[src/rtl/dispatch_demux8.sv]
// One-to-eight dispatch demultiplexer: a 2-entry in-order buffer of
// {sel, data} whose head is presented on exactly one of eight channels.
module dispatch_demux8 #(
  parameter int WIDTH = 32
) (
  input  logic             clk,
  input  logic             rst_n,
  input  logic             flush,
  input  logic             in_valid,
  output logic             in_ready,
  input  logic [2:0]       in_sel,
  input  logic [WIDTH-1:0] in_data,
  output logic [7:0]       out_valid,
  input  logic [7:0]       out_ready,
  output logic [WIDTH-1:0] out_data,
  output logic             busy
);

  localparam int DEPTH = 2;
  localparam int NCH   = 8;

  logic [1:0]       count_reg, count_next;
  logic             wr_ptr_reg, wr_ptr_next;
  logic             rd_ptr_reg, rd_ptr_next;

  logic [2:0]       sel_mem  [DEPTH];
  logic [WIDTH-1:0] data_mem [DEPTH];

  logic             nonempty;
  logic             push;
  logic             pop;
  logic [2:0]       head_sel;
  logic [WIDTH-1:0] head_data;

  // Every output is decoded from registered state only; out_ready never
  // reaches in_ready combinationally.
  assign nonempty  = (count_reg != 2'd0);
  assign in_ready  = (count_reg != 2'd2);
  assign busy      = nonempty;
  assign head_sel  = sel_mem[rd_ptr_reg];
  assign head_data = data_mem[rd_ptr_reg];

  assign push = in_valid & in_ready;
  assign pop  = nonempty & out_ready[head_sel];

  always_comb begin
    count_next  = count_reg;
    wr_ptr_next = wr_ptr_reg;
    rd_ptr_next = rd_ptr_reg;
    if (flush) begin
      count_next  = 2'd0;
      wr_ptr_next = 1'b0;
      rd_ptr_next = 1'b0;
    end else begin
      if (push) begin
        wr_ptr_next = ~wr_ptr_reg;
      end
      if (pop) begin
        rd_ptr_next = ~rd_ptr_reg;
      end
      case ({push, pop})
        2'b10:   count_next = count_reg + 2'd1;
        2'b01:   count_next = count_reg - 2'd1;
        default: count_next = count_reg;
      endcase
    end
  end

  always_ff @(posedge clk) begin
    if (!rst_n) begin
      count_reg  <= 2'd0;
      wr_ptr_reg <= 1'b0;
      rd_ptr_reg <= 1'b0;
    end else begin
      count_reg  <= count_next;
      wr_ptr_reg <= wr_ptr_next;
      rd_ptr_reg <= rd_ptr_next;
    end
  end

  // Storage needs no reset: entries are only observed while counted.
  always_ff @(posedge clk) begin
    if (push && !flush) begin
      sel_mem[wr_ptr_reg]  <= in_sel;
      data_mem[wr_ptr_reg] <= in_data;
    end
  end

  generate
    for (genvar gi = 0; gi < NCH; gi++) begin : g_chan
      assign out_valid[gi] = nonempty && (head_sel == 3'(gi));
    end
  endgenerate

  assign out_data = nonempty ? head_data : '0;

endmodule

[config.mk]
export PLATFORM = sky130hd
export DESIGN_NAME = dispatch_demux8
export DESIGN_NICKNAME = d
export VERILOG_FILES = /design/src/rtl/dispatch_demux8.sv
export SDC_FILE = /design/constraint.sdc
export NUM_CORES = 1
export LEC_CHECK = 0
export BUFFER_PORTS_ARGS = -buffer_cell sky130_fd_sc_hd__buf_2
export CAP_MARGIN = 20
export CORE_MARGIN = 2
export CORE_UTILIZATION = 36
export CTS_BUF_LIST = sky130_fd_sc_hd__clkbuf_8
export CTS_CLUSTER_DIAMETER = 40
export DETAILED_ROUTE_END_ITERATION = 12
export GPL_ROUTABILITY_DRIVEN = 0
export PLACE_DENSITY = 0.67
export SLEW_MARGIN = 0
export SYNTH_ARGS = -nofsm -noshare
export SYNTH_HDL_FRONTEND = slang
export SYNTH_SLANG_ARGS = --single-unit
[constraint.sdc]
create_clock -name clk -period 4.25 [get_ports clk]
set_input_delay 1.275 -clock clk [delete_from_list [all_inputs] [get_ports clk]]
set_output_delay 1.275 -clock clk [all_outputs]
set_load 0.005 [all_outputs]
# After elaboration in Yosys (flattened, before gate mapping)

Memory sizes are Yosys's and may differ from the RTL's. A register that Yosys moved wholly into a read port is not among the register bits.
Cells that the tools add are included.

RAM bits: 70
Memories: 2
Bits in registers: 4
Bits of input ports: 47

Reduce and logical (&&, ||, !) cells: 14
$lt $le $gt $ge: 1
Muxes and demuxes: 10
Add/sub/neg operators: 2
Bitwise logic cells: 5
Eq/ne operators: 10

Memories:

| memory   | words | width | rd ports | clocked after memory_dff | wr ports | line | text |
|---|---|---|---|---|---|---|---|
| data_mem | 2     | 32    | 1        | 1                        | 1        | 27   | `logic [WIDTH-1:0] data_mem [DEPTH];` |
| sel_mem  | 2     | 3     | 1        | 1                        | 1        | 26   | `logic [2:0] sel_mem [DEPTH];` |

Operators with widths:

| cell                                                                  | count |
|---|---|
| 32-bit two-way mux                                                    | 1 |
| 3-bit equality test, second input constant                            | 4 |
| 1-bit logical AND                                                     | 9 |
| 1-bit two-way mux                                                     | 7 |
| 3-bit by 2-bit equality test with 1-bit output, second input constant | 2 |
| 3-bit by 4-bit < comparator with 1-bit output, second input constant  | 1 |
| 2-bit case mux with 2 select lines                                    | 1 |
| 2-bit nonzero test                                                    | 2 |
| 1-bit binary-select mux with 3-bit select                             | 1 |
| 3-bit by 1-bit equality test with 1-bit output, second input constant | 1 |
| 3-bit logical NOT                                                     | 1 |
| 1-bit NOT                                                             | 3 |
| 2-bit by 1-bit adder with 2-bit output, second input constant         | 1 |
| 1-bit bitwise AND                                                     | 2 |
| 2-bit by 1-bit equality test with 1-bit output, second input constant | 1 |
| 2-bit equality test, second input constant                            | 1 |
| 2-bit inequality test, second input constant                          | 1 |
| 2-bit OR reduction                                                    | 1 |
| 2-bit by 1-bit subtractor with 2-bit output, second input constant    | 1 |
| 1-bit logical NOT                                                     | 1 |

# Logic depth before layout (Yosys ltp)

Word-level depth: 5
Gate-level depth with buffers: 10

# Worst setup path after synthesis

No wires, ideal clock.

Path type: in2reg
Start point: input port in_valid
End point: memory data_mem[1][0] (enable)
Arrival: 3.990 ns
Library setup time: 0.479 ns
Slack: -0.219 ns
Required time: 3.771 ns
Cell stages on the path: 2
Cells stage by stage: nand2_1 nor3b_1

Cells in the longest elaborated chain, start to end: 4

RTL lines:

| what                                    | line | text |
|---|---|---|
| start, declared                         | 9    | `input logic in_valid,` |
| 1-bit bitwise AND                       | 43   | `assign push = in_valid & in_ready;` |
| 1-bit logical AND                       | 83   | `if (push && !flush) begin` |
| 1-bit two-way mux                       | 83   |  |
| 1-bit two-way mux (not written as such) | 85   | `data_mem[wr_ptr_reg] <= in_data;` |
| end, declared                           | 27   |  |

Every way passes these cells.

==> impl_metrics.json <==
{
  "cts_inserted_buffers": 9,
  "tightest_slew_ns": 0.903,
  "synth_top_cell_by_area": "edfxtp_1",
  "hpwl_mm": 3.98,
  "overflow": 0,
  "vias": 1944,
  "synth_area_leaders": "edfxtp_1 69%, mux2i_1 11%, nor2_1 6.0%, dfxtp_1 3.3%, mux2_2 1.1%",
  "drive_gt1_frac": 0.386,
  "cts_tree": "yes",
  "fin_tns_setup_ns": 0,
  "cts_buffer_depth": 2,
  "reg2reg_slack_ns": 1.68,
  "synth-edff-count": 70,
  "synth_seq_cells": 75,
  "die_w_um": 96.3,
  "cts_hold_buf": 0,
  "yosysWarnings": 0,
  "final_nets": 349,
  "io_buffers": 88,
  "setup_viol": 0,
  "clock_sinks": 75,
  "power_frac_seq": 0.575,
  "die_h_um": 96.3,
  "drt-initial-drc-count": 80,
  "status": "completed",
  "crit_buf_inv": 2,
  "finalPower_mw": 1.47,
  "required_ns": 2.97,
  "slowest_delay_ns": 0.71,
  "synth_flop_cell": "edfxtp_1",
  "pre_cts_slack_ns": 1.28,
  "synth_most_common_cell": "edfxtp_1",
  "final-hold-violation-count": 0,
  "critPathKind": "reg2out",
  "fin_skew_ns": 0.00719,
  "synthTopCellsByCount": "70 x edfxtp_1, 49 x nor2_1, 35 x mux2i_1",
  "fmax_mhz": 307,
  "track_usage": 0.134,
  "min_period_ns": 3.26,
  "cts_setup_buffers": 0,
  "area_delta_synth_final_pct": 25.5,
  "initial_core_util": 0.373,
  "cts-resized-gates": 0,
  "synth_cell_types": 30,
  "path_max_fanout": 24,
  "combinationalPowerShare": 0.094,
  "io_pins": 89,
  "peakVddDrop_uv": 277,
  "drc": 0,
  "wl_mm": 5.93,
  "path_cells": "buf_4 -> mux2i_1 -> nor2_1 -> buf_2",
  "async_flop_share": 0,
  "grt_max_degree": 25,
  "syn_avg_cell_area_um2": 14.9,
  "path_clk_slew_ns": 0.08,
  "dr.pass1.iters": 5,
  "vias_per_cell": 4.73,
  "cp_slowest_cell": "dfxtp_2",
  "clkPwrFrac": 0.331,
  "rsz0062_at_grt": "false",
  "grt_pass1_wl_mm": 9.18,
  "cap_violations": 0,
  "die_area_um2": 9270,
  "h-tree-depth": 3,
  "synth_top_area_frac": 0.686,
  "cellPowerDensity_nw_per_um2": 382,
  "seq_area_frac_synth": 0.718,
  "power.internal_mw": 1.11,
  "row_count": 33,
  "setup_slack_ns": 0.991,
  "grt_pass1_vias": 1931,
  "antenna_found_initial": 0,
  "ant_nets": 0,
  "arrival_ns": 1.98,
  "synth.cell_area_um2": 3070,
  "drt-wirelength-per-cell_um": 14.4,
  "cp_top_family": "flip-flops",
  "diodes": 0,
  "whs_ns": 0.545,
  "drv_slew": 0,
  "slew_headroom": 0.397,
  "cp-end-kind": "output pin",
  "ctsRootBufferMaster": "clkbuf_8",
  "largest_reg_flops": 64,
  "leakage_nw": 1.47,
  "switchingPower_mw": 0.356,
  "start_kind": "flip-flop",
  "netSwitchingFraction": 0.243,
  "core-area_um2": 8220,
  "synth_fp_nets": 254,
  "postLayoutCoreUtil": 0.468,
  "worstHoldPathType": "reg2reg",
  "finalCritPeriodShare": 0.767,
  "postSynthCellCount": 206,
  "clk_latency_ns": 0.33
}
## power by group through the flow
stage,clock (mW),sequential (mW),combinational (mW)
after floorplan,0,0.857,0.0745
after global placement,0,0.861,0.138
after detailed placement,0,0.861,0.140
after CTS,0.500,0.845,0.141
after global routing,0.531,0.847,0.155
final,0.486,0.844,0.138
## worst register-to-register path: cells and delay by family, from the launching register on
kind / cells / cell delay [ns]
flip-flops: 1 / 0.71
AO/OA/AOI/OAI: 3 / 0.62
AND/OR/NAND/NOR: 2 / 0.64
adder cells (fa/ha/maj): 1 / 0.34
multiplexers: 1 / 0.20
## per-layer routing
metal / track usage / part of all wire / vias to the layer above
met5: 0 / 0 / -
met4: 0.0571 / 0.016 / 0
met3: 0.0446 / 0.074 / 8
met2: 0.216 / 0.49 / 68
met1: 0.163 / 0.42 / 924
li1: - / - / 944
## kinds of logic (layout without fill, tap and decap cells)
| family | after synthesis | count (layout) | synth area share |
|---|---|---|---|
| adder cells (fa/ha/maj) | 1 | 1 | 0.00408 |
| AO/OA/AOI/OAI | 9 | 9 | 0.0233 |
| AND/OR/NAND/NOR | 66 | 66 | 0.0923 |
| multiplexers | 40 | 40 | 0.133 |
| XOR/XNOR | 3 | 3 | 0.00857 |
| buffers and inverters | 12 | 112 | 0.0208 |
| flip-flops | 75 | 75 | 0.718 |
## through the flow
| step | instance area [um^2] | cells |
|---|---|---|
| after floorplan | 3080 | 206 |
| after global placement | 3670 | 395 |
| after detailed placement | 3670 | 395 |
| after CTS | 3850 | 411 |
| after global routing | 3850 | 411 |
| final | 3850 | 411 |
## final timing paths
kind	start	end	depth (start not counted)
max	flip-flop	out_data[0]	4
min	count_reg[1]$_SDFFE_PP0P_	count_reg[1]$_SDFFE_PP0P_	2
min reg2reg	count_reg[1]$_SDFFE_PP0P_	count_reg[1]$_SDFFE_PP0P_	2
max reg2reg	flip-flop	count_reg[1]$_SDFFE_PP0P_	7
## cell type report
cell class / instances / area, um^2
Fill cell: 751 / 4370
Sequential cell: 75 / 2200
Multi-Input combinational cell: 119 / 825
Timing Repair Buffer: 92 / 495
Tap cell: 105 / 131
Clock buffer: 9 / 124
Clock inverter: 7 / 52.6
Inverter: 4 / 15.0
## layout by cell type (no fill, tap or decap), types with 2 or more instances in the layout
| cell | count |
|---|---|
| nor2_1 | 48 |
| mux2_2 | 3 |
| buf_4 | 2 |
| clkbuf_8 | 9 |
| inv_6 | 2 |
| mux2i_1 | 35 |
| xor2_1 | 2 |
| buf_2 | 88 |
| clkinvlp_4 | 3 |
| edfxtp_1 | 70 |
| nand2b_1 | 3 |
| buf_12 | 2 |
| mux2_1 | 2 |
| a21oi_1 | 3 |
| nand2_1 | 5 |
| inv_1 | 5 |
| dfxtp_1 | 4 |
Power figures use the tool's default switching activity.
